==> src/rtl/s6ddr_initref.sv <==
// DDR SDRAM power-up / mode-register sequencer and periodic AUTO REFRESH source
// feeding the Spartan-6 PHY DFI command path (phase 0 carries commands, phase 1 is idle).
module s6ddr_initref #(
    parameter int                NUM_AD    = 13,
    parameter int                NUM_BA    = 2,
    parameter int                INIT_WAIT = 20000,
    parameter int                TRP       = 2,
    parameter int                TMRD      = 2,
    parameter int                TRFC      = 8,
    parameter int                TREFI     = 780,
    parameter logic [NUM_AD-1:0] MR        = 13'h032,
    parameter logic [NUM_AD-1:0] EMR       = 13'h000
) (
    input  logic              sys_clk,
    input  logic              sys_rst_n,
    input  logic              ctl_idle,
    output logic              own_bus,
    output logic              init_done,
    output logic              ref_req,
    output logic              ref_overrun,
    output logic [NUM_AD-1:0] dfi_address_p0,
    output logic [NUM_AD-1:0] dfi_address_p1,
    output logic [NUM_BA-1:0] dfi_bank_p0,
    output logic [NUM_BA-1:0] dfi_bank_p1,
    output logic              dfi_cs_n_p0,
    output logic              dfi_cs_n_p1,
    output logic              dfi_ras_n_p0,
    output logic              dfi_ras_n_p1,
    output logic              dfi_cas_n_p0,
    output logic              dfi_cas_n_p1,
    output logic              dfi_we_n_p0,
    output logic              dfi_we_n_p1,
    output logic              dfi_cke_p0,
    output logic              dfi_cke_p1
);

    localparam logic [3:0] CMD_NOP = 4'b0111;
    localparam logic [3:0] CMD_DES = 4'b1111;
    localparam logic [3:0] CMD_PRE = 4'b0010;
    localparam logic [3:0] CMD_REF = 4'b0001;
    localparam logic [3:0] CMD_LMR = 4'b0000;

    localparam logic [15:0] WAIT_INIT = 16'(INIT_WAIT);
    localparam logic [15:0] TRP_M1    = 16'(TRP - 1);
    localparam logic [15:0] TMRD_M1   = 16'(TMRD - 1);
    localparam logic [15:0] TRFC_M1   = 16'(TRFC - 1);
    localparam logic [15:0] TREFI_M1  = 16'(TREFI - 1);
    localparam logic [3:0]  PEND_MAX  = 4'd8;

    localparam logic [NUM_AD-1:0] ADDR_A10 = NUM_AD'(1024);
    localparam logic [NUM_AD-1:0] ADDR_A8  = NUM_AD'(256);
    localparam logic [NUM_BA-1:0] BA_EMR   = NUM_BA'(1);

    // Each state names the action taken once the spacing counter has drained.
    typedef enum logic [3:0] {
        ST_CKE, ST_PRE0, ST_EMR, ST_MR_DLL, ST_PRE1,
        ST_AREF0, ST_AREF1, ST_MR, ST_DONE, ST_IDLE, ST_REF
    } state_t;

    state_t            state_q, state_d;
    logic [15:0]       waitCnt_q, waitCnt_d;
    logic [15:0]       timer_q, timer_d;
    logic [3:0]        pending_q, pending_d;
    logic              cke_q, cke_d;
    logic [3:0]        cmd_q, cmd_d;
    logic [NUM_AD-1:0] addr_q, addr_d;
    logic [NUM_BA-1:0] bank_q, bank_d;
    logic              ownBus_q, ownBus_d;
    logic              initDone_q, initDone_d;
    logic              refReq_q, refReq_d;
    logic              overrun_q, overrun_d;
    logic              p1CsN_q;
    logic              expire;
    logic              refDec;

    always_ff @(posedge sys_clk) begin
        if (!sys_rst_n) begin
            state_q    <= ST_CKE;
            waitCnt_q  <= WAIT_INIT;
            timer_q    <= TREFI_M1;
            pending_q  <= 4'd0;
            cke_q      <= 1'b0;
            cmd_q      <= CMD_DES;
            addr_q     <= '0;
            bank_q     <= '0;
            ownBus_q   <= 1'b1;
            initDone_q <= 1'b0;
            refReq_q   <= 1'b0;
            overrun_q  <= 1'b0;
            p1CsN_q    <= 1'b1;
        end else begin
            state_q    <= state_d;
            waitCnt_q  <= waitCnt_d;
            timer_q    <= timer_d;
            pending_q  <= pending_d;
            cke_q      <= cke_d;
            cmd_q      <= cmd_d;
            addr_q     <= addr_d;
            bank_q     <= bank_d;
            ownBus_q   <= ownBus_d;
            initDone_q <= initDone_d;
            refReq_q   <= refReq_d;
            overrun_q  <= overrun_d;
            p1CsN_q    <= ~cke_d;
        end
    end

    always_comb begin
        state_d    = state_q;
        waitCnt_d  = (waitCnt_q != 16'd0) ? waitCnt_q - 16'd1 : 16'd0;
        cke_d      = cke_q;
        cmd_d      = cke_q ? CMD_NOP : CMD_DES;
        addr_d     = '0;
        bank_d     = '0;
        ownBus_d   = ownBus_q;
        initDone_d = initDone_q;
        refDec     = 1'b0;

        if (waitCnt_q == 16'd0) begin
            case (state_q)
                ST_CKE: begin
                    cke_d   = 1'b1;
                    cmd_d   = CMD_NOP;
                    state_d = ST_PRE0;
                end
                ST_PRE0: begin
                    cmd_d     = CMD_PRE;
                    addr_d    = ADDR_A10;
                    waitCnt_d = TRP_M1;
                    state_d   = ST_EMR;
                end
                ST_EMR: begin
                    cmd_d     = CMD_LMR;
                    addr_d    = EMR;
                    bank_d    = BA_EMR;
                    waitCnt_d = TMRD_M1;
                    state_d   = ST_MR_DLL;
                end
                ST_MR_DLL: begin
                    cmd_d     = CMD_LMR;
                    addr_d    = MR | ADDR_A8;
                    waitCnt_d = TMRD_M1;
                    state_d   = ST_PRE1;
                end
                ST_PRE1: begin
                    cmd_d     = CMD_PRE;
                    addr_d    = ADDR_A10;
                    waitCnt_d = TRP_M1;
                    state_d   = ST_AREF0;
                end
                ST_AREF0: begin
                    cmd_d     = CMD_REF;
                    waitCnt_d = TRFC_M1;
                    state_d   = ST_AREF1;
                end
                ST_AREF1: begin
                    cmd_d     = CMD_REF;
                    waitCnt_d = TRFC_M1;
                    state_d   = ST_MR;
                end
                ST_MR: begin
                    cmd_d     = CMD_LMR;
                    addr_d    = MR & ~ADDR_A8;
                    waitCnt_d = TMRD_M1;
                    state_d   = ST_DONE;
                end
                ST_DONE: begin
                    initDone_d = 1'b1;
                    ownBus_d   = 1'b0;
                    state_d    = ST_IDLE;
                end
                ST_IDLE: begin
                    if ((pending_q != 4'd0) && ctl_idle) begin
                        cmd_d     = CMD_PRE;
                        addr_d    = ADDR_A10;
                        ownBus_d  = 1'b1;
                        waitCnt_d = TRP_M1;
                        state_d   = ST_REF;
                    end
                end
                ST_REF: begin
                    if (pending_q != 4'd0) begin
                        cmd_d     = CMD_REF;
                        refDec    = 1'b1;
                        waitCnt_d = TRFC_M1;
                    end else begin
                        ownBus_d = 1'b0;
                        state_d  = ST_IDLE;
                    end
                end
                default: state_d = ST_CKE;
            endcase
        end

        // An expiry landing on the same cycle as a burst AREF cancels out.
        expire    = initDone_q && (timer_q == 16'd0);
        timer_d   = timer_q;
        if (initDone_q) begin
            timer_d = expire ? TREFI_M1 : timer_q - 16'd1;
        end
        pending_d = pending_q;
        overrun_d = overrun_q;
        if (expire && !refDec) begin
            if (pending_q == PEND_MAX) begin
                overrun_d = 1'b1;
            end else begin
                pending_d = pending_q + 4'd1;
            end
        end else if (refDec && !expire) begin
            pending_d = pending_q - 4'd1;
        end

        refReq_d = initDone_d && (pending_d != 4'd0) && !ownBus_d;
    end

    assign {dfi_cs_n_p0, dfi_ras_n_p0, dfi_cas_n_p0, dfi_we_n_p0} = cmd_q;
    assign dfi_address_p0 = addr_q;
    assign dfi_bank_p0    = bank_q;
    assign dfi_cke_p0     = cke_q;

    assign dfi_cs_n_p1    = p1CsN_q;
    assign dfi_ras_n_p1   = 1'b1;
    assign dfi_cas_n_p1   = 1'b1;
    assign dfi_we_n_p1    = 1'b1;
    assign dfi_address_p1 = '0;
    assign dfi_bank_p1    = '0;
    assign dfi_cke_p1     = cke_q;

    assign own_bus     = ownBus_q;
    assign init_done   = initDone_q;
    assign ref_req     = refReq_q;
    assign ref_overrun = overrun_q;

endmodule

==> config.mk <==
export PLATFORM = sky130hd
export DESIGN_NAME = s6ddr_initref
export DESIGN_NICKNAME = d
export VERILOG_FILES = /design/src/rtl/s6ddr_initref.sv
export SDC_FILE = /design/constraint.sdc
export NUM_CORES = 1
export LEC_CHECK = 0
export CORE_MARGIN = 3
export CORE_UTILIZATION = 57
export CTS_CLUSTER_SIZE = 14
export DETAILED_ROUTE_END_ITERATION = 7
export HOLD_SLACK_MARGIN = 0.06
export PLACE_DENSITY = 0.85
export SETUP_SLACK_MARGIN = 0.15
export SYNTH_ARGS = -nofsm -noshare
export SYNTH_HDL_FRONTEND = slang
export SYNTH_SLANG_ARGS = --single-unit
==> constraint.sdc <==
create_clock -name sys_clk -period 5.75 [get_ports sys_clk]
set_input_delay 1.15 -clock sys_clk [delete_from_list [all_inputs] [get_ports sys_clk]]
set_output_delay 1.15 -clock sys_clk [all_outputs]
set_load 0.01 [all_outputs]
==> results of run 1 <==
-- metrics by stage --
stage	hold slack (ns)	util [%]	instance area (um^2)	total power, mW
detailed placement	0.4737	62.80	2848	0.4753
global route	0.5097	65.15	2954	0.7416
finish	0.4916	65.15	2954	0.7125
CTS	0.4874	65.15	2954	0.7162
global placement	0.4614	62.80	2848	0.4737
floorplan	0.4407	-	2867	0.4776
-- synth_stat cells (all sizes together), types with 2 or more instances --
| library cell | count |
|---|---|
| nor4 | 8 |
| nand3b | 4 |
| nor2b | 3 |
| nor2 | 44 |
| and3 | 3 |
| o21ai | 16 |
| nor3b | 2 |
| o211ai | 2 |
| buf | 35 |
| a31oi | 2 |
| or3 | 4 |
| or4b | 2 |
| xnor2 | 21 |
| a41oi | 2 |
| nand2b | 5 |
| o22ai | 3 |
| or4 | 4 |
| inv | 13 |
| a21oi | 19 |
| and2 | 2 |
| nand3 | 8 |
| ha | 6 |
| nand2 | 22 |
| nor4b | 2 |
| clkbuf | 9 |
| nor3 | 14 |
| xor2 | 6 |
| dfxtp | 54 |
| conb | 2 |
| nand4 | 4 |
| and4 | 2 |
-- cell type report --
| class | instances | area (um^2) |
|---|---|---|
| inverter | 13 | 48.80 |
| fill | 371 | 1580 |
| clock buffer | 7 | 76.32 |
| tap | 65 | 81.33 |
| multi-input combinational | 247 | 1446 |
| sequential | 54 | 1081 |
| clock inverter | 1 | 30.03 |
| timing repair buffer | 19 | 190.2 |
-- per-layer routing --
layer | wire [um] | track usage [%] | vias to the layer above
li1 | - | - | 1092
met1 | 2474 | 27.86 | 1024
met2 | 2461 | 29.94 | 75
met3 | 315 | 3.694 | 7
met4 | 61 | 5.825 | 0
met5 | 0 | 0 | -
-- worst max path at each step --
| stage | end | slack, ns | start |
|---|---|---|---|
| after global routing | ref_req | 2.81 | pending_q[0] |
| after detailed placement | dfi_bank_p0[0] | 2.87 | sys_rst_n |
| final | ref_req | 2.96 | pending_q[0] |
| after floorplan | ref_req | 3.36 | init_done |
| after global placement | dfi_bank_p0[0] | 3.00 | sys_rst_n |
| after CTS | ref_req | 3.01 | pending_q[0] |
-- registers in the layout, indices dropped and copies added, names as in the netlist, 3 cells and up --
name,flops
timer_q,16
pending_q,4
state_q,4
dfi_address_p0,3
waitCnt_q,16
cmd_q,4
-- cells by family after synthesis --
group	count (synthesis)
adders and majority gates	6
other	2
DFF	54
AOI/OAI and AO/OA	51
buffers and inverters	57
and+or+nand+nor	135
xor gates and xnor gates	27
muxes	1
-- critical path, stage by stage (launching register included) --
cell     delay [ns]
dfxtp_1        0.41
inv_1          0.11
ha_1           0.23
nor3b_1        0.19
nor4_2         0.93
and2_1         0.29
nor3_1         0.08
o31ai_2        0.28
a41oi_2        0.15
-- power by group through the flow --
| stage | Clock (mW) | Combinational [mW] | Sequential [mW] |
|---|---|---|---|
| 6_report | 0.244 | 0.0653 | 0.403 |
| 5_1_grt | 0.262 | 0.0736 | 0.406 |
| 4_1_cts | 0.249 | 0.0648 | 0.403 |
| 3_5_place_dp | 0 | 0.0640 | 0.411 |
| 3_3_place_gp | 0 | 0.0630 | 0.411 |
| 2_1_floorplan | 0 | 0.0732 | 0.404 |
==> results.py, run 1 <==
metrics = {
    "run_status": {
        "status": "finished clean",
    },
    "floorplanning": {
        "dieArea_um2": 5737,
        "ios": 47,
        "num_rows": 24,
        "die_width_um": 75.75,
        "core_area_um2": 4534,
        "die_h_um": 75.75,
        "start_util_pct": 61.15,
    },
    "sta": {
        "drv_slew": 0,
        "fin_crit_ns": 2.795,
        "clock.fmax_mhz": 357.8,
        "worst_pin_slew_ns": 1.118,
        "fin_skew_ns": 0.005896,
        "hold_viol_final": 0,
        "setup_violations": 0,
        "rsz0062_at_grt": "false",
        "tns_ns": 0,
        "postLayoutSetupSlackWorst_ns": 2.956,
        "fin_crit_sh_pct": 48.60,
        "max-slew-margin-rel_pct": 24.84,
    },
    "critical_path": {
        "arrival_ns": 2.97,
        "cp-end-kind": "flop",
        "cp_max_fo": 9,
        "rrSetupSlack_ns": 2.96,
        "rr_worst_depth": 8,
        "r2r_start": "pending_q[0]",
        "crit_required_ns": 5.93,
        "cp-start-kind": "flop",
        "worst_r2r_endpoint": "ref_req",
        "critical_path_class": "reg -> reg",
    },
    "cells_and_area": {
        "final_layout_size_suffix_gt1_share_pct": 3.812,
        "antenna_cells": 0,
        "final_common_cell": "dfxtp_1",
        "nets": 349,
        "syn_to_final_growth_pct": 6.543,
        "layout_common_cells": "dfxtp_1, nor2_1, conb_1, nand2_1, xnor2_1",
        "final_cells": 406,
    },
    "power": {
        "p_comb_share_pct": 9.2,
        "power_frac_clock_pct": 34.3,
        "p_per_area_nw_per_um2": 241.2,
        "p_sw_share_pct": 23.62,
        "ir_worst_vdd_v": 0.0001527,
        "internal_power_mw": 0.5442,
        "pwr-share-seq_pct": 56.5,
        "p_leak_nw": 1.053,
        "p_switching_mw": 0.1683,
    },
    "synthesis": {
        "ys_seq_elements": 54,
        "synth_simple_gate_area_share_pct": 25.18,
        "yosys.area.top_type": "dfxtp_1",
        "avgSynthCellArea_um2": 8.326,
        "synthCells": 333,
        "synth_top_flop_cell": "dfxtp_1",
        "ys_warn_count": 0,
        "synth_fa_ha_area_share_pct": 2.708,
        "synth-edff-count": 0,
        "synthArstFlopShare_pct": 0,
        "synth_top_family_by_area": "simple AND/OR/NAND/NOR gates",
        "yosysSeqAreaShare_pct": 38.99,
        "yosys.area.top_type_share_pct": 38.99,
        "synth_compound_area_share_pct": 11.73,
        "synthTopCellsByArea": "dfxtp_1, buf_4, xnor2_1",
        "syn_area_um2": 2773,
        "synth-xor-area-share_pct": 8.529,
        "synth.area.mux_share_pct": 0.3610,
        "synth_cell_types": 49,
    },
    "cts": {
        "post_cts_resized": 0,
        "cts_root_buf": "clkbuf_8",
        "cts_hold_buf": 0,
        "clock_latency_ns": 0.30,
        "h-tree-depth": 2,
        "postCtsSetupBuffers": 0,
        "cts_made_buffers": 5,
        "cts.sinks": 54,
        "cts_tree": "yes",
        "clk_path_buf_depth": 2,
        "path_clk_slew_ns": 0.09,
    },
    "detailed_routing": {
        "first_pass_iters": 5,
        "drc": 0,
        "via_per_inst": 5.414,
        "routed_wl_um": 5312,
        "ant_nets": 0,
        "vias": 2198,
        "post_drt_wl_per_cell_um": 13.08,
        "dr.first_iter.drc_count": 195,
    },
    "place": {
        "place_congestion": 0.8737,
        "pre_cts_ws_ns": 2.871,
        "placed_cells": 398,
        "io_buffers": 19,
        "post-dp-hpwl_um": 3761,
    },
    "hold_path": {
        "min_from": "timer_q[6]",
        "hold_path.class": "reg -> reg",
        "whs_path_depth": 2,
        "min_to": "timer_q[6]",
    },
    "global_routing": {
        "grtUsageTotal_pct": 19.52,
        "grt_max_degree": 20,
        "grt_pass1_vias": 1889,
        "grt_pass1_wl_um": 8659,
        "gr-total-overflow": 0,
        "antenna_found_initial": 0,
    },
    "job": {
        "maxCapViolations": 0,
    },
}
Power figures use the tool's default switching activity.
==> run 2: changes to the inputs <==
--- a/config.mk
+++ b/config.mk
@@ -6,11 +6,11 @@
 export NUM_CORES = 1
 export LEC_CHECK = 0
 export CORE_MARGIN = 3
-export CORE_UTILIZATION = 57
+export CORE_UTILIZATION = 48
 export CTS_CLUSTER_SIZE = 14
 export DETAILED_ROUTE_END_ITERATION = 7
 export HOLD_SLACK_MARGIN = 0.06
-export PLACE_DENSITY = 0.85
+export PLACE_DENSITY = 0.76
 export SETUP_SLACK_MARGIN = 0.15
 export SYNTH_ARGS = -nofsm -noshare
 export SYNTH_HDL_FRONTEND = slang
==> constraint.sdc (replaced) <==
create_clock -name sys_clk -period 2.48 [get_ports sys_clk]
set_input_delay 0.496 -clock sys_clk [delete_from_list [all_inputs] [get_ports sys_clk]]
set_output_delay 0.496 -clock sys_clk [all_outputs]
set_load 0.01 [all_outputs]
==> run 2 against run 1 <==
Clock skew up 0.0011 ns. Fmax up 19%. Sequential power up 130%. Combinational power rose to 2.7 times the previous value. Global-route usage down 1.5 points. Cell area up 7.5%. Largest cell class unchanged. Hold slack worse by 0.00061 ns. Routed wire length up 11%. Sequential share of layout area down 2.3 points. First-iteration DRC count down 10%. Via count up 3.1%.
==> results.py, run 2 (synthesis gave the netlist of run 1 again) <==
metrics = {
    "cts": {
        "cts_root_buf": "clkbuf_8",
        "cts_hold_buf": 0,
        "cts.sinks": 54,
        "clk_path_buf_depth": 2,
        "cts_made_buffers": 5,
        "h-tree-depth": 2,
        "path_clk_slew_ns": 0.10,
        "cts_tree": "yes",
        "clock_latency_ns": 0.31,
    },
    "power": {
        "pwr-share-seq_pct": 54.9,
        "internal_power_mw": 1.276,
        "p_switching_mw": 0.4155,
        "power_frac_clock_pct": 34.7,
        "p_total_mw": 1.691,
        "ir_worst_vdd_v": 0.0003306,
        "p_sw_share_pct": 24.56,
        "p_per_area_nw_per_um2": 532.4,
        "p_comb_share_pct": 10.5,
        "p_leak_nw": 1.146,
    },
    "critical_path": {
        "critical-path-slowest-cell": "or4b_2",
        "cp_max_fo": 6,
        "crit_path_cell_trace": "or4b_2, or4_4, a211oi_2, a31oi_1, xor2_1, a41oi_2",
        "slowest_delay_ns": 0.71,
        "path_delay_family": "simple AND/OR/NAND/NOR gates",
        "cp-end-kind": "flop",
        "cp-start-kind": "flop",
        "crit_start": "timer_q[2]",
        "crit_required_ns": 2.67,
        "arrival_ns": 2.55,
        "critical_path_class": "reg -> reg",
        "r2r_start": "timer_q[2]",
        "crit_buf_inv": 0,
    },
    "job": {
        "maxCapViolations": 0,
    },
    "floorplanning": {
        "num_rows": 27,
        "dieArea_um2": 6724,
        "die_width_um": 82,
        "core_area_um2": 5540,
        "die_h_um": 82,
        "start_util_pct": 50.05,
        "ios": 47,
    },
    "sta": {
        "drv_slew": 0,
        "tns_ns": 0,
        "rsz0062_at_grt": "true",
        "postLayoutSetupSlackWorst_ns": 0.1252,
        "hold_viol_final": 0,
        "worst_pin_slew_ns": 0.5622,
        "setup_violations": 0,
        "max-slew-margin-rel_pct": 62.01,
        "fin_skew_ns": 0.007013,
        "fin_crit_ns": 2.355,
        "clock.fmax_mhz": 424.7,
        "fin_crit_sh_pct": 94.95,
    },
    "hold_path": {
        "min_from": "ref_overrun",
        "hold_path.class": "reg -> reg",
    },
    "place": {
        "pre_cts_ws_ns": 0.1140,
        "post-dp-hpwl_um": 4102,
        "io_buffers": 19,
        "place_congestion": 0.9070,
    },
    "cells_and_area": {
        "syn_to_final_growth_pct": 14.58,
        "final_common_cell": "dfxtp_1",
        "reg_top3": "timer_q x16, waitCnt_q x16",
        "layout_common_cells": "dfxtp_1, nor2_1, conb_1, nand2_1, xnor2_1",
        "antenna_cells": 0,
        "nets": 369,
        "final_layout_size_suffix_gt1_share_pct": 14.40,
        "fin_util_pct": 57.34,
    },
    "global_routing": {
        "grt_pass1_wl_um": 9342,
        "grt_pass1_vias": 2014,
        "grtUsageTotal_pct": 18.05,
        "gr-total-overflow": 0,
        "grt_max_degree": 19,
        "antenna_found_initial": 0,
    },
    "detailed_routing": {
        "vias": 2266,
        "via_per_inst": 5.233,
        "routed_wl_um": 5885,
        "ant_nets": 0,
        "post_drt_wl_per_cell_um": 13.59,
        "dr.first_iter.drc_count": 175,
        "first_pass_iters": 4,
        "drc": 0,
    },
    "run_status": {
        "status": "finished clean",
    },
}
## run 2: cell types whose count changed in the layout (fill, tap and decap cells not counted), sizes merged
cell / delta
buf: +19
clkbuf: -1
clkinvlp: +1
or4: +1
## run 2: final timing paths
path / to / slack (ns) / depth (start not counted)
min: ref_overrun / 0.49 / 2
max reg2reg: ref_req / 0.13 / 6
min reg2reg: ref_overrun / 0.49 / 2
max: ref_req / 0.13 / 6
## run 2: final cells by class
class | instances | area, um^2
Fill cell | 488 | 2364
Multi-Input combinational cell | 248 | 1505
Clock buffer | 6 | 72.57
Tap cell | 72 | 90.09
Sequential cell | 54 | 1090
Clock inverter | 2 | 37.54
Inverter | 13 | 48.80
Timing Repair Buffer | 38 | 332.8
## run 2: metal layers
metal	wire (um)	vias up	GRT usage (%)	part of all wire, %
met5	0	-	0	0
met4	77	0	6.312	1.3
met3	280	7	4.386	4.8
met2	2859	58	28.92	49
met1	2667	1058	23.60	45
li1	-	1143	-	-
## run 2: what timing repair did
action | 4_1_cts | 5_1_grt
setup buffers | 0 | 3
pin swaps | 4 | 7
setup endpoints to repair | 1 | 6
gates cloned | 1 | 0
gates resized for setup | 5 | 14
## run 2: worst min-delay path: stages, from the launching register on
cell	delay, ns
dfxtp_1	0.34
nor2_1	0.05
nor2_1	0.07
## run 2: power groups by stage
stage / combinational, mW / sequential (mW) / clock [mW]
2_1_floorplan: 0.170 / 0.938 / 0
3_3_place_gp: 0.172 / 0.947 / 0
3_5_place_dp: 0.173 / 0.947 / 0
4_1_cts: 0.175 / 0.928 / 0.603
5_1_grt: 0.196 / 0.934 / 0.640
6_report: 0.177 / 0.928 / 0.586
## run 2: stage by stage
step,instance area [um^2],std cells,hold slack (ns)
floorplan,2874,358,0.4407
global placement,2978,421,0.4599
detailed placement,2978,421,0.4665
CTS,3117,430,0.4949
global route,3177,433,0.5358
finish,3177,433,0.4910
==> variant 1, RTL diff (flow settings as in run 2) <==
Encoding of `state_t`: now Gray code (4 bits for 11 states).
--- a/src/rtl/s6ddr_initref.sv
+++ b/src/rtl/s6ddr_initref.sv
@@ -53,8 +53,8 @@
 
     // Each state names the action taken once the spacing counter has drained.
     typedef enum logic [3:0] {
-        ST_CKE, ST_PRE0, ST_EMR, ST_MR_DLL, ST_PRE1,
-        ST_AREF0, ST_AREF1, ST_MR, ST_DONE, ST_IDLE, ST_REF
+        ST_CKE = 4'b0000, ST_PRE0 = 4'b0001, ST_EMR = 4'b0011, ST_MR_DLL = 4'b0010, ST_PRE1 = 4'b0110,
+        ST_AREF0 = 4'b0111, ST_AREF1 = 4'b0101, ST_MR = 4'b0100, ST_DONE = 4'b1100, ST_IDLE = 4'b1101, ST_REF = 4'b1111
     } state_t;
 
     state_t            state_q, state_d;
Behaviour: same outputs for any inputs over 10 cycles, from zero or initial values and one cycle with sys_rst_n low; not proved beyond that.
==> variant 1 against run 2 <==
Utilization fell by 1.3 points. Sequential cell count did not move. Worst setup slack better by 160 ps. Design area is 0.71% higher. Power is 7.3% lower. Area after synthesis rose by 5.7%. Fmax is 7.1% higher. Routed wire length rose by 0.32%. Die area is 5.3% higher. Via count increased by 3.8%. Sequential power is 0.4% lower.
==> variant 1: results (changes against run 2) <==
I/O Buffers: 19 (unchanged)
top post-synthesis cells by count: dfxtp_1, nor2_1, nand2_1
Final Non-Filler Cells: 439 (+1.4%)
setup bufs post-CTS: 0 (unchanged)
Post-Syn Area per Cell: 8.376 sq um (+0.60%)
DR pass1 iterations: 5 (+1)
initial DRC count: 178 (+1.7%)
Final HPWL DP: 4373 um (+6.6%)
proportion of synthesized area in mux cells: 1.408% (+1.0 points)
Unique masters post-synth: 60 (+22%)
Placed Cells: 431 (+2.4%)
DR vias/cell: 5.355 (+2.3%)
area post-placement: 3088 sq um (+3.7%)
Ys Warns: 0 (unchanged)
Slowest Stage Delay on Critical Path: 400 ps (-310 ps)
Layout area overhead: 9.134%
Synth Area in XOR/XNOR: 7.768% (-0.76 points)
Synth Area in Compound Gates: 12.42% (+0.69 points)
TNS Setup: 0 ps (unchanged)
sw power: 0.3950 mW (-4.9%)
total global-route track usage: 16.47% (-1.6 points)
clock slew at reported path FFs: 90 ps
CP max-delay cell: or3b_4
CP max FO: 7 (+1)
wire per inst: 13.45 um (-1.0%)
critical path's top delay family: simple AND/OR/NAND/NOR gates
largest net degree at the start of global routing: 16 (-3)
leak pwr: 1.228 nW (+7.2%)
sequential fraction of the synthesis area: 36.88% (-2.1 points)
Max-Cap Viols: 0 (unchanged)
Worst-Margin Slew: 552.1 ps (-10.18 ps)
Arr. time, crit path: 2390 ps (-160 ps)
status: finished, final reports clean
routability cong.: 0.8006 (-12%)
Worst Hold Class: reg -> reg
Filler Cells Inserted: 539 (+10%)
ys async rst share: 0% (unchanged)
Place WS: 183.2 ps (+69.20 ps)
vias in the first global route: 2181 (+8.3%)
clock latency at the later pin of the worst-skew pair: 300 ps
Peak VDD IR: 0.4078 mV (+23%)
clock buffer depth: 2 (unchanged)
Final Net Count: 374 (+1.4%)
top flop regs: timer_q: 16 flops, waitCnt_q: 16 flops
Max Slew Vio Count: 0 (unchanged)
clk_skew: 7.251 ps (+0.2386 ps)
first-pass GRT wire length: 9922 um (+6.2%)
share of cells above drive strength 1: 9.809% (-4.6 points)
# H-tree levels: 2 (unchanged)
Adder-Cell Fraction of Synth Area: 2.134% (-0.57 points)
synth top area cells: dfxtp_1, buf_4, nor2_1
CTS Buf Count: 5 (unchanged)
Antenna Cells: 0 (unchanged)
variant 1: changes by cell type after synthesis, moves of 4 or more:
| cell | before | now |
|---|---|---|
| nand2b_1 | 5 | 1 |
| xor2_1 | 6 | 15 |
| or3_1 | 4 | 9 |
| nand2_1 | 22 | 33 |
| nor2_1 | 44 | 35 |
| a21oi_1 | 18 | 14 |
| xnor2_1 | 21 | 11 |
| and3_1 | 3 | 9 |
variant 1: final cells by class:
type                            instances  area (sq um)  share of cell area (%)
Tap cell                               72         90.09                   2.816
Inverter                               12         45.04                   1.408
Sequential cell                        54          1081                   33.79
Timing Repair Buffer                   29         265.3                   8.291
Clock inverter                          1         5.005                  0.1564
Multi-Input combinational cell        264          1627                   50.84
Clock buffer                            7         86.33                   2.698
variant 1: logic make-up after synthesis:
group / Yosys count
AND/OR/NAND/NOR: 144
AO/OA/AOI/OAI: 58
buffers and inverters: 57
flip-flops: 54
XOR/XNOR: 26
adder cells (fa/ha/maj): 5
multiplexers: 4
other: 2
variant 1: tightest hold or removal path, delay by kind of cell (launching register included):
kind | cells | cell delay (ps)
DFF | 1 | 340
AOI/OAI and AO/OA | 1 | 40
and+or+nand+nor | 1 | 70
variant 1: final timing paths:
path | cells past startpoint | end | start | slack (ps)
setup / recovery | 8 | ref_req | pending_q[1] | 280
hold / removal | 2 | ref_overrun | ref_overrun | 480
setup reg to reg | 8 | ref_req | pending_q[1] | 280
hold reg to reg | 2 | ref_overrun | ref_overrun | 480
variant 1: per-layer routing:
| metal | GRT usage [%] | up-vias | routed length, um |
|---|---|---|---|
| li1 | - | 1189 | - |
| met4 | 4.094 | 0 | 40 |
| met5 | 0 | - | 0 |
| met3 | 3.337 | 6 | 276 |
| met1 | 21.54 | 1099 | 2667 |
| met2 | 27.83 | 57 | 2919 |
variant 1: timing repair:
item / CTS / global route
resized for setup: 0 / 6
endpoints found under the setup margin: 0 / 3
hold buffers: 0 / 0
variant 1: power groups by stage:
stage	clock network (mW)	registers (mW)	logic, mW
finish	0.508	0.924	0.136
global route	0.553	0.928	0.154
CTS	0.521	0.923	0.136
detailed placement	0	0.943	0.135
global placement	0	0.942	0.130
floorplan	0	0.938	0.140
==> variant 2, RTL diff (config.mk and constraints of run 2) <==
Without the edit above. Set the parameter `NUM_AD` to 26 (it was 13).
--- a/src/rtl/s6ddr_initref.sv
+++ b/src/rtl/s6ddr_initref.sv
@@ -1,7 +1,7 @@
 // DDR SDRAM power-up / mode-register sequencer and periodic AUTO REFRESH source
 // feeding the Spartan-6 PHY DFI command path (phase 0 carries commands, phase 1 is idle).
 module s6ddr_initref #(
-    parameter int                NUM_AD    = 13,
+    parameter int                NUM_AD    = 26,
     parameter int                NUM_BA    = 2,
     parameter int                INIT_WAIT = 20000,
     parameter int                TRP       = 2,
Interface: changed (resized dfi_address_p0 and dfi_address_p1); port bits go from 47 to 73. The function was not compared with the original's and may differ.
==> variant 2 against run 2 <==
Power is 4.4% lower. Routed wire length shrank 2.6%. Via count increased by 3.0%. Sequential cell count unchanged. Design area grew 3.8%. Area after synthesis rose by 7.0%. Worst setup slack got worse by 4.4 ps. Non-clock buffer count grew 3.
==> variant 2: results (changes against run 2) <==
status: finished, final reports clean
area post-placement: 3064 sq um (+2.9%)
largest net degree at the start of global routing: 20 (+1)
Place WS: 97.09 ps (-16.90 ps)
initial DRC count: 116 (-34%)
clk_skew: 7.018 ps (+0.005330 ps)
wire per inst: 12.35 um (-9.1%)
Post-Syn Area per Cell: 8.267 sq um (-0.71%)
synth top area cells: dfxtp_1, buf_4, xnor2_1
HP Start: timer_q[6]
Final HPWL DP: 3971 um (-3.2%)
Min-Delay Endpoint: timer_q[6]
total global-route track usage: 15.27% (-2.8 points)
Synth Area in XOR/XNOR: 7.968% (-0.56 points)
share of the synthesized area in the top cell type: 36.42% (-2.6 points)
Filler Cells Inserted: 518 (+6.1%)
CP max-delay cell: or4_4
Final Net Count: 397 (+7.6%)
share of cells above drive strength 1: 14.14% (-0.27 points)
Adder-Cell Fraction of Synth Area: 2.530% (-0.18 points)
Final Non-Filler Cells: 464 (+7.2%)
Placed Cells: 448 (+6.4%)
leak pwr: 1.258 nW (+9.8%)
Max Freq: 423.9 MHz (-0.19%)
top post-synthesis cells by count: buf_4, dfxtp_1, nor2_1
sequential fraction of the synthesis area: 36.42% (-2.6 points)
Synth Area in Compound Gates: 10.96% (-0.77 points)
Final Instance Area: 3298 sq um (+3.8%)
WHS: 491.4 ps (+0.4290 ps)
-- variant 2: cell types whose count changed after synthesis --
cell / change
buf_4: +26
-- variant 2: power by group --
| group | internal (mW) | switching (mW) | total (mW) |
|---|---|---|---|
| clock | 0.226 | 0.272 | 0.497 |
| sequential | 0.896 | 0.0370 | 0.933 |
| combinational | 0.0760 | 0.110 | 0.186 |
-- variant 2: timing repair --
action	CTS	global route
buffers inserted	4	4
gates resized for setup	13	12
pin swaps	5	4
setup endpoints to repair	1	16
hold endpoints to repair	0	0
-- variant 2: metal layers --
layer	track usage (%)	vias up	share of wire (%)
met5	0	-	0
met4	2.878	0	0.70
met3	4.024	7	7.1
met2	24.91	91	48
met1	20.53	1074	44
li1	-	1162	-
-- variant 2: area by class of cell --
class,instances,area share (%)
Clock buffer,7,2.618
Clock inverter,1,0.1517
Multi-Input combinational cell,273,48.90
Sequential cell,54,33.00
Timing Repair Buffer,41,11.00
Tap cell,75,2.845
Inverter,13,1.480
